==> src/rtl/fft_fp_pkg.sv <==
// fft_fp_pkg: shared IEEE-754 single-precision types and constants for the FFT float consumers.
package fft_fp_pkg;
    localparam int FP_EXP_W    = 8;
    localparam int FP_MANT_W   = 23;
    localparam int FP_EXP_BIAS = 127;
    localparam int FP_EXP_MAX  = 255;

    typedef struct packed {
        logic                 sign;
        logic [FP_EXP_W-1:0]  exp;
        logic [FP_MANT_W-1:0] mant;
    } fp32_t;

    typedef enum logic [1:0] {FP_ZERO, FP_NORM, FP_INF, FP_NAN} fp_class_t;
endpackage

==> src/rtl/fl_unpack.sv <==
// fl_unpack: combinational float classify, hidden-bit insertion and fixed-point shift computation.
// Ports: data (float in), cls (zero/norm/inf/nan), sign (forced 0 for zero/denormal),
//        sig (24-bit significand with hidden bit), shift (signed left-shift amount exp-150+FRAC).
module fl_unpack
    import fft_fp_pkg::*;
#(
    parameter int FRAC = 8
) (
    input  logic              [31:0] data,
    output fp_class_t                cls,
    output logic                     sign,
    output logic              [23:0] sig,
    output logic signed       [9:0]  shift
);
    fp32_t f;
    logic  nz;
    assign f  = data;
    assign nz = f.exp != '0;
    always_comb begin
        cls   = !nz ? FP_ZERO : f.exp == 8'(FP_EXP_MAX) ? (f.mant == '0 ? FP_INF : FP_NAN) : FP_NORM;
        sign  = f.sign & nz;
        sig   = {nz, f.mant};
        shift = 10'({2'b00, f.exp}) - 10'(FP_EXP_BIAS + FP_MANT_W) + 10'(FRAC);
    end
endmodule

==> src/rtl/fl2fix_converter.sv <==
// fl2fix_converter: 3-stage pipelined IEEE-754 single to signed WIDTH-bit fixed point (FRAC fraction bits).
// Ports: clk, rst (sync, active-high); in_data/in_valid/in_ready input handshake;
//        out_data/out_ovf/out_valid/out_ready output handshake. out_ovf flags saturation or Inf/NaN.
// Build option: define FL2FIX_ROUND_EN for round-half-away-from-zero; otherwise truncate toward zero.
module fl2fix_converter
    import fft_fp_pkg::*;
#(
    parameter int WIDTH = 16,
    parameter int FRAC  = 8
) (
    input  logic             clk,
    input  logic             rst,
    input  logic [31:0]      in_data,
    input  logic             in_valid,
    output logic             in_ready,
    output logic [WIDTH-1:0] out_data,
    output logic             out_ovf,
    output logic             out_valid,
    input  logic             out_ready
);
    localparam logic signed [9:0] SH_MAX  = 10'(WIDTH - 1);
    localparam logic [WIDTH:0]    POS_LIM = (WIDTH+1)'((64'd1 << (WIDTH - 1)) - 64'd1);
    localparam logic [WIDTH:0]    NEG_LIM = (WIDTH+1)'(64'd1 << (WIDTH - 1));
    localparam logic [WIDTH-1:0]  MAX_V   = {1'b0, {(WIDTH-1){1'b1}}};
    localparam logic [WIDTH-1:0]  MIN_V   = {1'b1, {(WIDTH-1){1'b0}}};

    logic en;
    assign en       = !out_valid | out_ready;
    assign in_ready = en;

    fp_class_t          cls_u;
    logic               sign_u;
    logic [23:0]        sig_u;
    logic signed [9:0]  shift_u;

    fl_unpack #(.FRAC(FRAC)) u_unpack (
        .data  (in_data),
        .cls   (cls_u),
        .sign  (sign_u),
        .sig   (sig_u),
        .shift (shift_u)
    );

    logic               v1, sg1;
    fp_class_t          c1;
    logic [23:0]        sig1;
    logic signed [9:0]  sh1;

    logic               v2, sg2, ovf2;
    fp_class_t          c2;
    logic [WIDTH-1:0]   mag2;

    // Stage 2: align the significand into a wide window, flag anything above WIDTH bits.
    // Bit WIDTH-1 is kept so that -2^(WIDTH-1) survives; stage 3 decides by sign.
    logic signed [9:0]  nsh;
    logic [5:0]         rsh;
    logic [63:0]        wide;
    logic               ovf_a;
`ifdef FL2FIX_ROUND_EN
    logic               g2, guard_a;
    logic [24:0]        ext;
    always_comb begin
        nsh     = -sh1;
        rsh     = nsh > 10'sd31 ? 6'd31 : nsh[5:0];
        ext     = {sig1, 1'b0} >> rsh;
        guard_a = sh1 < 0 && ext[0];
        wide    = sh1 < 0 ? 64'(ext[24:1]) : 64'(sig1) << sh1[5:0];
        ovf_a   = (sh1 >= SH_MAX) || |wide[63:WIDTH];
    end
`else
    logic [23:0]        ext;
    always_comb begin
        nsh   = -sh1;
        rsh   = nsh > 10'sd31 ? 6'd31 : nsh[5:0];
        ext   = sig1 >> rsh;
        wide  = sh1 < 0 ? 64'(ext) : 64'(sig1) << sh1[5:0];
        ovf_a = (sh1 >= SH_MAX) || |wide[63:WIDTH];
    end
`endif

    // Stage 3: round, saturate by sign (negative side allows exactly 2^(WIDTH-1)), negate.
    logic [WIDTH:0]     mr;
    logic               sat;
    logic [WIDTH-1:0]   d3;
    logic               o3;
    always_comb begin
`ifdef FL2FIX_ROUND_EN
        mr  = {1'b0, mag2} + (WIDTH+1)'(g2);
`else
        mr  = {1'b0, mag2};
`endif
        sat = ovf2 || mr > (sg2 ? NEG_LIM : POS_LIM);
        d3  = (c2 == FP_NAN || c2 == FP_ZERO) ? '0 :
              (c2 == FP_INF || sat) ? (sg2 ? MIN_V : MAX_V) :
              sg2 ? -mr[WIDTH-1:0] : mr[WIDTH-1:0];
        o3  = c2 == FP_NAN || c2 == FP_INF || (c2 == FP_NORM && sat);
    end

    always_ff @(posedge clk) begin
        if (rst) begin
            v1        <= 1'b0;
            v2        <= 1'b0;
            out_valid <= 1'b0;
            out_data  <= '0;
            out_ovf   <= 1'b0;
        end else if (en) begin
            v1        <= in_valid;
            c1        <= cls_u;
            sg1       <= sign_u;
            sig1      <= sig_u;
            sh1       <= shift_u;
            v2        <= v1;
            c2        <= c1;
            sg2       <= sg1;
            mag2      <= wide[WIDTH-1:0];
            ovf2      <= ovf_a;
`ifdef FL2FIX_ROUND_EN
            g2        <= guard_a;
`endif
            out_valid <= v2;
            out_data  <= d3;
            out_ovf   <= o3;
        end
    end
endmodule

==> config.mk <==
export PLATFORM = sky130hd
export DESIGN_NAME = fl2fix_converter
export DESIGN_NICKNAME = d
export VERILOG_FILES = /design/src/rtl/fft_fp_pkg.sv /design/src/rtl/fl_unpack.sv /design/src/rtl/fl2fix_converter.sv
export SDC_FILE = /design/constraint.sdc
export NUM_CORES = 1
export LEC_CHECK = 0
export CAP_MARGIN = 20
export CORE_UTILIZATION = 60
export DETAILED_ROUTE_END_ITERATION = 10
export MAX_ROUTING_LAYER = met4
export PLACE_DENSITY = 0.81
export SETUP_SLACK_MARGIN = 0.15
export SKIP_CTS_REPAIR_TIMING = 1
export SLEW_MARGIN = 20
export SYNTH_ARGS = -nofsm -noshare
export SYNTH_HDL_FRONTEND = slang
export SYNTH_HIERARCHICAL = 1
export SYNTH_SLANG_ARGS = --single-unit
==> constraint.sdc <==
create_clock -name clk -period 4.8 [get_ports clk]
set_clock_uncertainty 0.05 [all_clocks]
set_input_delay 0.96 -clock clk [delete_from_list [all_inputs] [get_ports clk]]
set_output_delay 0.96 -clock clk [all_outputs]
set_load 0.01 [all_outputs]
==> summary.txt <==
Global route
  • Initial antenna violation count: 0
  • First-pass GRT wire length: 36670 µm
  • Overflow left after global routing: 0
  • Pin count of the biggest net entering global routing: 54
  • Number of global-route vias before repair: 6590
  • All-Layer GR Usage: 0.4009

Setup path
  • Highest cell delay on the worst timing path: 0.74 ns
  • Crit path cell chain: or4_4 > or3_4 > o21ai_4 > a21oi_4 > o22ai_1 > o21ai_0 > nand2b_1 > a221o_1
  • Max FO, Critical Path: 23
  • Worst EP arrival: 3.98 ns
  • CP required: 4.85 ns
  • Bufs and invs on worst path: 0
  • Slowest cell on crit path: edfxtp_1
  • Startpoint types: flop
  • CP delay by family, top: compound AO/OA/AOI/OAI gates
  • WS Path Type: reg -> reg
  • Critical Path End Type: flop

Timing
  • Final hold violations: 0
  • Crit share post-route: 0.8183
  • Setup_tns: 0 ns
  • RSZ-0062 raised after global routing: no
  • Worst Tran Pin Value: 0.8685 ns
  • # setup viols final: 0
  • Worst setup margin: 0.8719 ns
  • Slew Limit Fails: 0
  • Max_slew headroom: 0.4210
  • Final min period: 3.928 ns
  • Fmax: 254.6 MHz

Route
  • Initial DRT Pass Iterations: 7
  • Drt wl/cell: 24.44 µm
  • Routed vias: 7092
  • Initial DRC count: 978
  • Antenna Nets Post-Route: 0
  • Detailed-route vias per instance: 7.349
  • Routed wire length: 23590 µm
  • Remaining DRCs: 0

Yosys
  • Share of the synthesized area in the top cell type: 0.2403
  • Yosys reg bits: 77
  • Post-synth EDFFs: 57
  • Ys flop type: edfxtp_1
  • Avg Inst Size Synth: 8.664 µm²
  • Net Count, Synth: 882
  • Distinct cell type count after synthesis: 93
  • Largest area contributor in the netlist: edfxtp_1
  • Post-Syn Instances: 822
  • Synth Cell Area: 7122 µm²
  • Ys async rst share: 0
  • Register area share after synthesis: 0.2966
  • Yosys Warn Count: 6
  • Top cells by area, synth: edfxtp_1, dfxtp_1, ha_1

Placement
  • Dpl cells: 949
  • IO buf count: 54
  • Post-DP HPWL: 17510 µm
  • Pre-CTS setup slack: 1.050 ns
  • Placed Area: 7495 µm²
  • Final GP Congestion: 0.9958

Clock tree
  • CTS Buf Count: 9
  • Clock slew at reported path FFs: 0.06 ns
  • CTS sink cnt: 77
  • CTS tree: yes
  • # H-tree levels: 3
  • Largest buffer count on any clock path: 2
  • Clock Latency Late Sink: 0.36 ns
  • Root Buffer: clkbuf_16

Layout
  • # diodes: 0
  • Final Instance Count excl. Fillers: 965
  • Nets: 877
  • Layout cells sized above 1: 0.1144
  • Commonest non-fill, non-tap cell in the layout: nor2_1
  • Synth-to-Final Area Change: 9.452%
  • Most frequent cells in the layout: nor2_1, nand2_1, edfxtp_1, clkdlybuf4s50_1, o21ai_0
  • Final instance area: 7795 µm²

Run
  • Total of max-cap violations: 0

Power
  • VDD IR max: 0.2875 mV
  • Pwr/cell area: 292.8 nW/µm²
  • Leak Pwr: 2.769 nW
  • Final Power: 0.002282 W

Floorplan
  • Die W: 111.0 µm
  • IO Pins: 55
  • Site Rows: 39
  • Initial Util: 0.6184
  • Die span in y: 111.0 µm
  • Die ar.: 12310 µm²
  • Core Footprint: 11520 µm²

Worst hold path
  • Worst hold path class: reg -> reg

Run status
  • Status: complete, no violations
## state kept, by name, indices dropped and copies added (netlist names)
| signal | count |
|---|---|
| sig1 | 24 |
| mag2 | 16 |
| out_data | 16 |
| sh1 | 10 |
| c1 | 2 |
| c2 | 2 |
| out_ovf | 1 |
| out_valid | 1 |
| ovf2 | 1 |
| sg1 | 1 |
| sg2 | 1 |
| v1 | 1 |
| v2 | 1 |
## path summary, 6_finish.rpt
path	to	slack, ns	cells after the start	start
worst min register to register	sg2	0.37	0	sg1
worst min-delay path	sg2	0.37	0	sg1
worst max register to register	mag2[4]	0.87	8	sh1[2]
worst max-delay path	mag2[4]	0.87	8	sh1[2]
## layer usage
metal	vias to the layer above	part of all wire	wire, µm	track usage
met4	0	0.033	783	0.1525
met3	72	0.12	2858	0.08857
met5	-	0	0	-
li1	3135	-	-	-
met1	3372	0.40	9529	0.5378
met2	513	0.44	10420	0.5920
## cell families after synthesis
family                   Yosys count  share of synthesized area
AO/OA/AOI/OAI                    251                     0.2532
flip-flops                        77                     0.2966
XOR/XNOR                           9                    0.01107
AND/OR/NAND/NOR                  289                     0.2098
adder cells (fa/ha/maj)           24                    0.04216
buffers and inverters            116                    0.08345
multiplexers                      56                     0.1038
## cells in the mapped netlist, types with 10 or more instances
library cell,instances
dfxtp_1,20
inv_1,27
nor2_1,73
nor3_1,37
o22ai_1,16
edfxtp_1,57
mux2_2,20
a21oi_1,38
ha_1,24
nor2b_1,10
a31oi_1,21
nand2_1,61
mux2i_1,23
buf_4,30
nand3_1,26
or3_1,13
a211oi_1,14
mux4_2,12
o21ai_0,40
clkbuf_1,33
buf_2,19
## area by class of cell
cell class | instances | area [µm²]
repair buffers | 72 | 675.6
inverters | 28 | 105.1
flip-flops and latches | 77 | 2112
well taps | 143 | 178.9
clock inverters | 6 | 71.32
clock buffers | 10 | 229.0
fillers | 913 | 3721
multi-input cells | 629 | 4423
## report_power, final
group          internal [W]  switching [W]  leakage [nW]  total [W]
registers          0.000777      0.0000844         0.722   0.000861
logic              0.000286       0.000434          1.91   0.000720
clock network      0.000407       0.000294         0.140   0.000701
total               0.00147       0.000812          2.77    0.00228
## per-stage QoR
step / hold slack, ns / util
6_report: 0.3711 / 0.6769
5_1_grt: 0.3758 / 0.6769
3_5_place_dp: 0.3602 / 0.6508
3_3_place_gp: 0.3513 / 0.6508
4_1_cts: 0.3742 / 0.6769
2_1_floorplan: 0.3503 / -
No activity file was read; power rests on OpenSTA's default activity.
